## src/rtl/demux4_stream.sv

```systemverilog
// demux4_stream: 1-to-4 valid/ready stream demux with a 2-entry FIFO per output channel.
// Latency: 1 cycle from accepted input beat to out_valid on the destination channel.
// Backpressure: in_ready = destination FIFO not full (no pop-through); `define DEMUX4_RR_EN steers round-robin.
module demux4_stream #(
  parameter int WIDTH = 8
) (
  input  logic               clk,
  input  logic               rst_n,
  input  logic [WIDTH-1:0]   in_data,
  input  logic [1:0]         in_sel,
  input  logic               in_valid,
  output logic               in_ready,
  output logic [4*WIDTH-1:0] out_data,
  output logic [3:0]         out_valid,
  input  logic [3:0]         out_ready
);

  // Per-channel FIFO state and storage
  logic [WIDTH-1:0] mem_q [4][2];
  logic [3:0]       wr_ptr_q, wr_ptr_d;
  logic [3:0]       rd_ptr_q, rd_ptr_d;
  logic [1:0]       cnt_q [4];
  logic [1:0]       cnt_d [4];

  logic [1:0] dest;
  logic       push;
  logic [3:0] push_vec;
  logic [3:0] pop_vec;

`ifdef DEMUX4_RR_EN
  logic [1:0] rr_ptr_q;
  logic       unused_sel;

  // in_sel has no role in round-robin mode
  assign unused_sel = ^in_sel;
  assign dest       = rr_ptr_q;

  // Round-robin pointer advances only on an accepted beat
  always_ff @(posedge clk or negedge rst_n) begin
    if (!rst_n) begin
      rr_ptr_q <= 2'd0;
    end else if (push) begin
      rr_ptr_q <= rr_ptr_q + 2'd1;
    end
  end
`else
  assign dest = in_sel;
`endif

  // Ready depends only on the destination fill count, never on in_valid or out_ready
  assign in_ready = (cnt_q[dest] < 2'd2);
  assign push     = in_valid & in_ready;

  // Per-channel output view: valid when non-empty, data is the FIFO head
  always_comb begin
    out_valid = 4'b0000;
    out_data  = '0;
    for (int k = 0; k < 4; k++) begin
      out_valid[k]                 = (cnt_q[k] != 2'd0);
      out_data[k*WIDTH +: WIDTH]   = mem_q[k][rd_ptr_q[k]];
    end
  end

  // Next-state for pointers and fill counts of each channel
  always_comb begin
    push_vec = 4'b0000;
    pop_vec  = 4'b0000;
    wr_ptr_d = wr_ptr_q;
    rd_ptr_d = rd_ptr_q;
    for (int k = 0; k < 4; k++) begin
      cnt_d[k]    = cnt_q[k];
      push_vec[k] = push && (dest == 2'(k));
      pop_vec[k]  = out_valid[k] & out_ready[k];
      if (push_vec[k]) wr_ptr_d[k] = ~wr_ptr_q[k];
      if (pop_vec[k])  rd_ptr_d[k] = ~rd_ptr_q[k];
      case ({push_vec[k], pop_vec[k]})
        2'b10:   cnt_d[k] = cnt_q[k] + 2'd1;
        2'b01:   cnt_d[k] = cnt_q[k] - 2'd1;
        default: cnt_d[k] = cnt_q[k];
      endcase
    end
  end

  // Control state: reset discards all buffered beats
  always_ff @(posedge clk or negedge rst_n) begin
    if (!rst_n) begin
      wr_ptr_q <= 4'b0000;
      rd_ptr_q <= 4'b0000;
      for (int k = 0; k < 4; k++) begin
        cnt_q[k] <= 2'd0;
      end
    end else begin
      wr_ptr_q <= wr_ptr_d;
      rd_ptr_q <= rd_ptr_d;
      for (int k = 0; k < 4; k++) begin
        cnt_q[k] <= cnt_d[k];
      end
    end
  end

  // Data storage is written on push only and deliberately has no reset
  always_ff @(posedge clk) begin
    for (int k = 0; k < 4; k++) begin
      if (push_vec[k]) begin
        mem_q[k][wr_ptr_q[k]] <= in_data;
      end
    end
  end

endmodule

```

## config.mk

```make
export PLATFORM = sky130hd
export DESIGN_NAME = demux4_stream
export DESIGN_NICKNAME = d
export VERILOG_FILES = /design/src/rtl/demux4_stream.sv
export SDC_FILE = /design/constraint.sdc
export NUM_CORES = 1
export LEC_CHECK = 0
export BUFFER_PORTS_ARGS = -buffer_cell sky130_fd_sc_hd__buf_2
export CAP_MARGIN = 5
export CORE_ASPECT_RATIO = 1.25
export CORE_MARGIN = 3
export CORE_UTILIZATION = 50
export DETAILED_ROUTE_END_ITERATION = 16
export GPL_TIMING_DRIVEN = 0
export PLACE_DENSITY = 0.75
export SLEW_MARGIN = 25
export SYNTH_ARGS = -nofsm -noshare
export SYNTH_HDL_FRONTEND = slang
export SYNTH_SLANG_ARGS = --single-unit
```

## constraint.sdc

```tcl
create_clock -name clk -period 1.75 [get_ports clk]
set_input_delay 0.0875 -clock clk [delete_from_list [all_inputs] [get_ports clk]]
set_output_delay 0.0875 -clock clk [all_outputs]
set_load 0.01 [all_outputs]
```

# Word-level counts from Yosys, hierarchy flattened
# Memories as Yosys holds them, arrays and structs flattened.
# Cells that the tools add are included.
[word_totals]
ff_bits = 16
ram_bits = 64
inputBits = 17
output_inout_bits = 37
wordCells = 132
n_memories = 1
[op_classes]
n_addsub = 8
n_lt_le_gt_ge = 14
n_eq_ne = 11
muxes = 44
bitwise = 22
reduce_logical = 20
[mem_list]
columns = ["memory", "depth", "word_bits", "rd", "rd_ports_with_merged_regs", "write_ports", "line_no", "rtl"]
rows = [
  ["mem_q", 4, 16, 4, 0, 1, "19", "logic [WIDTH-1:0] mem_q [4][2];"],
]
[op_table]
columns = ["op", "count"]
rows = [
  ["2-to-1 mux 16 bit", 10],
  ["2-to-1 mux 8 bit", 16],
  ["OR reduction 16 bit", 3],
  ["demux 8 bit (select 1 bit)", 4],
  [">= comparator 2 bit (second input constant)", 8],
  ["NOT 1 -> 2 bit", 8],
  ["case mux 2 bit (2 select lines)", 4],
  ["nonzero test 2 bit", 8],
  ["== test 2 bit (second input constant)", 6],
  ["== test 2 x 1 -> 1 bit (second input constant)", 5],
  ["2-to-1 mux 2 bit", 5],
  ["adder 2 x 1 -> 2 bit (second input constant)", 4],
  ["logical AND 1 bit", 8],
  ["less-than comparator 2 x 1 -> 1 bit (second input constant)", 4],
  ["NOT 1 bit", 8],
  ["subtractor 2 x 1 -> 2 bit (second input constant)", 4],
  ["bitwise AND 1 bit", 5],
  ["binary-select mux 2 bit (select 2 bit)", 1],
  ["2-to-1 mux 1 bit", 4],
  [">= comparator 3 bit (second input constant)", 1],
  ["NOT 2 -> 3 bit", 1],
  ["logical NOT 2 bit", 1],
  ["less-than comparator 2 bit (second input constant)", 1],
]

# Longest topological paths before layout
[logic_depth]
word_depth = 13
depth_mapped = 7
ltp_nobuf = 6

# Least setup slack after synthesis
# No wires, ideal clock.
[synth_timing]
kind = "register -> register"
startpoint = "reg cnt_q[7] in the netlist's numbering"
endpoint = "mem mem_q[0][0] in the netlist's numbering, enable pin"
arrival_ns = 1.256
required_time_ns = 1.379
slack_ns = 0.124
path_stages_with_launch = 4
n_path_buf = 1
period_less_slack_ns = 1.626
path_cell_list = "dfrtp_1 > or3_1 > clkbuf_1 > nor2_1"
[synth_via]
elab_chain_len = 12
elab_cells_between_ends = 26
classes_between = "order compare (1); mux (17); bitwise (1); reduce/logical (7)"
[synth_lines]
columns = ["element", "line_no", "rtl"]
rows = [
  ["start: declaration", "22", "logic [1:0] cnt_q [4];"],
  ["start signal: indexed assignment", "96", "cnt_q[k] <= cnt_d[k];"],
  ["binary-select mux 2 bit (select 2 bit) *", "51", "assign in_ready = (cnt_q[dest] < 2'd2);"],
  ["2-to-1 mux 2 bit (not written as such) * (2 in a row)", "51", ""],
  ["less-than comparator 2 bit *", "51", ""],
  ["bitwise AND 1 bit *", "52", "assign push = in_valid & in_ready;"],
  ["logical AND 1 bit", "72", "push_vec[k] = push && (dest == 2'(k));"],
  ["2-to-1 mux 1 bit", "104", "if (push_vec[k]) begin"],
  ["2-to-1 mux 16 bit (not written as such)", "105", "mem_q[k][wr_ptr_q[k]] <= in_data;"],
  ["OR reduction 16 bit (no source line)", "--", ""],
  ["2-to-1 mux 2 bit (no source line) / 2-to-1 mux 16 bit (equally long branches) (3 in a row)", "--", ""],
  ["end: declaration", "19", ""],
]
# Every way passes the cells marked *; elsewhere a longest branch is shown, timed or not. The select of a mux whose other input is x is not followed.

# Worst setup path after layout
[layout_timing]
startpoint = "reg cnt_q[5] in the netlist's numbering"
endpoint = "mem mem_q[1][10] in the netlist's numbering, enable pin"
# Same word-level chain as after synthesis.

==> out/metrics.cfg <==
[status]
status = complete, no violations

[global_route]
pin_count_of_the_biggest_net_entering_global_routing = 17
globalRouteOverflowTotal = 0
initial_antenna_violation_count = 0
grt_pass1_vias = 1613
grt_pass1_wl_mm = 7.955
grt_use_total_pct = 14.68

[setup_path]
endpoint_kind = flip-flop
worstPathCellList = or3b_1 > buf_6 > nor2_2
worstPathRequired_ns = 1.73
cp_slowest_cell = sky130_fd_sc_hd__dfrtp_1
cp_data_arrival_time_ns = 1.60
worst_setup_path_start_kind = flip-flop
cp.buffers_inverters = 1
worst_path_largest_cell_delay_ns = 0.40
path_max_fanout = 8
cp_top_family = simple AND/OR/NAND/NOR gates
setup.worst_path.class = flip-flop to flip-flop

[run]
number_of_maximum_capacitance_violations = 0

[route]
detailed_routing_iteration_count_for_the_pre_antenna_repair_pass = 3
number_of_vias_in_the_routed_layout = 1558
post_route_drc_violation_count = 0
drt_iter0_markers = 59
routed_via_density = 4.794
detail-route-antenna-nets = 0
drt-wirelength-per-cell_um = 15.10
finalWirelength_mm = 4.907

[clock_network]
ctsLongestPathBuffers = 2
clock_tree.root_cell = sky130_fd_sc_hd__clkbuf_8
path_clk_slew_ns = 0.07
clkLatencyLatePin_ns = 0.33
cts_made_buffers = 9
htree_num_levels = 3
numClockSinks = 80
cts_setup_buffers = 0
cts_tree = built

[timing]
hold_violations = 0
setup_viol = 0
final_max_slew_viol_count = 0
period_minus_slack_ns = 1.618
period_share_pct = 92.45
max-slew-margin-rel_pct = 69.04
max_clock_freq_mhz = 618.1
worstMarginPinSlew_ns = 0.4639
fin_worst_skew_ns = 0.008213
grt_setup_unrepaired = no

[final_layout]
layout.cells.most_common_list = sky130_fd_sc_hd__edfxtp_1, sky130_fd_sc_hd__buf_2, sky130_fd_sc_hd__mux2_2, sky130_fd_sc_hd__dfrtp_1, sky130_fd_sc_hd__xnor2_1
n_antenna_cell = 0
fillerInstances = 448
leading_cell_type_in_the_layout_fill_and_taps_excluded = sky130_fd_sc_hd__edfxtp_1
flow.area_growth_from_synthesis_pct = 17.91
final_cells = 325
drive_above_1_share_pct = 47.74
final_net_count = 259
finish.utilization_pct = 62.18

[synthesis]
synth-adder-area-share_pct = 1.599
synth.yosys.seq_area_share_pct = 74.21
synth_simple_gate_area_share_pct = 4.278
synth_compound_gate_area_share_pct = 0
synth.lib_cells_used.distinct = 20
post_synth_instance_area_mm2 = 0.003129
syn_nets = 195
main_combinational_cell_family_by_area_after_synthesis = multiplexers
ys.warnings.count = 0
yosys.area_share.xor_xnor_pct = 5.838
synthesis.area_per_instance_um2 = 17.98
postSynthRegisterBits = 80
synth.mux.area_fraction_pct = 12.36
synthCells = 174

[floorplan]
fp-row-count = 31
initial_utilization_pct = 52.73
floorplan.core_area_mm2 = 0.005934
io_pins = 54
die_w_um = 76.76
die_h_um = 94.45
dieArea_mm2 = 0.007250

[power]
p_per_area_mw_per_mm2 = 1424
ir_drop_worst_vdd_mv = 0.9368
total_leakage_power_nw = 1.390

[place]
io_buffer_count = 53
placed_instance_count = 309
detailed_place_hpwl_mm = 3.548
place_congestion = 0.7091

[worst_hold_path]
hold_crit_class = input pin to flip-flop

==> stage by stage <==
step           total power, mW  setup WS (ns)  setup TNS, ns  area, um2  hold slack, ns
3_5_place_dp             4.191        -0.1722         -4.030       3497         0.02538
5_1_grt                  5.575        0.02979              0       3690         0.03434
4_1_cts                  5.299       0.001626              0       3679         0.02681
2_1_floorplan            3.685         0.1237              0       3129         -0.2081
6_report                 5.255         0.1320              0       3690         0.04077
3_3_place_gp             4.167        -0.1350         -2.978       3497         0.01871
==> state kept, by name, indices dropped and copies added, names as in the netlist <==
| signal | cells |
|---|---|
| mem_q | 64 |
| cnt_q | 8 |
| rd_ptr_q | 4 |
| wr_ptr_q | 4 |
==> worst reg2reg max path, delay by kind of cell (launching register included) <==
kind | cells | cell delay, ns
flip-flops | 1 | 0.40
buffers and inverters | 1 | 0.14
AND/OR/NAND/NOR | 2 | 0.72
==> logic make-up (layout without fill, tap and decap cells) <==
| logic type | count (synthesis) | after routing |
|---|---|---|
| multiplexers | 33 | 33 |
| adder cells (fa/ha/maj) | 4 | 4 |
| flip-flops | 80 | 80 |
| XOR/XNOR | 20 | 20 |
| buffers and inverters | 11 | 80 |
| AND/OR/NAND/NOR | 26 | 26 |
==> final cells by class <==
class,count,area (um2),share of cell area [%]
Timing Repair Buffer,54,275.3,7.460
Clock inverter,4,21.27,0.5765
Inverter,5,18.77,0.5086
Sequential cell,80,2322,62.94
Tap cell,82,102.6,2.781
Buffer,5,31.28,0.8477
Clock buffer,12,135.1,3.662
Multi-Input combinational cell,83,783.3,21.23
==> timing repair <==
item | 4_1_cts | 5_1_grt
hold endpoints to repair | 16 | 0
endpoints found under the setup margin | 48 | 33
pin swaps | 0 | 0
gates resized for setup | 6 | 4
hold buffers | 1 | 0
==> per-layer routing <==
layer	global-route usage (%)	wire length [um]	vias up
met5	0	0	-
met4	8.459	132	0
met3	3.244	170	12
met2	25.22	2579	33
met1	17.06	2024	754
li1	-	-	759
==> where the power goes <==
group	total (mW)	switching, mW	internal (mW)
clock network	1.09	0.582	0.507
logic	1.63	0.793	0.838
registers	2.53	0.185	2.35
==> cell usage after synthesis <==
cell | count | share of area [%]
sky130_fd_sc_hd__or3b_1 | 1 | 0.28
sky130_fd_sc_hd__inv_1 | 5 | 0.60
sky130_fd_sc_hd__or3_1 | 1 | 0.20
sky130_fd_sc_hd__mux2_2 | 32 | 12
sky130_fd_sc_hd__or2_2 | 4 | 0.80
sky130_fd_sc_hd__ha_1 | 4 | 1.6
sky130_fd_sc_hd__xor2_1 | 8 | 2.2
sky130_fd_sc_hd__nand2b_1 | 1 | 0.20
sky130_fd_sc_hd__clkbuf_1 | 1 | 0.12
sky130_fd_sc_hd__buf_2 | 4 | 0.64
sky130_fd_sc_hd__nand3_1 | 1 | 0.16
sky130_fd_sc_hd__nor2_1 | 13 | 1.6
sky130_fd_sc_hd__nand4b_1 | 1 | 0.28
sky130_fd_sc_hd__dfrtp_1 | 16 | 13
sky130_fd_sc_hd__buf_6 | 1 | 0.36
sky130_fd_sc_hd__and2_1 | 4 | 0.80
sky130_fd_sc_hd__edfxtp_1 | 64 | 61
sky130_fd_sc_hd__xnor2_1 | 11 | 3.1
sky130_fd_sc_hd__mux4_1 | 1 | 0.84
sky130_fd_sc_hd__xnor2_2 | 1 | 0.52
==> worst paths after layout <==
| check | to | start | cells past startpoint | slack [ns] |
|---|---|---|---|---|
| worst max-delay path | mem_q[1][10]$_DFFE_PP_ | cnt_q[5]$_DFFE_PN0P_ | 3 | 0.13 |
| max in group asynchronous | rd_ptr_q[0]$_DFFE_PN0P_ | rst_n | 2 | 1.29 |
| worst min register to register | cnt_q[5]$_DFFE_PN0P_ | cnt_q[5]$_DFFE_PN0P_ | 1 | 0.51 |
| worst min-delay path | mem_q[3][1]$_DFFE_PP_ | in_data[1] | 1 | 0.04 |
| min in group asynchronous | rd_ptr_q[3]$_DFFE_PN0P_ | rst_n | 2 | 0.19 |
| worst max register to register | mem_q[1][10]$_DFFE_PP_ | cnt_q[5]$_DFFE_PN0P_ | 3 | 0.13 |
(Power assumes the default switching activity.)
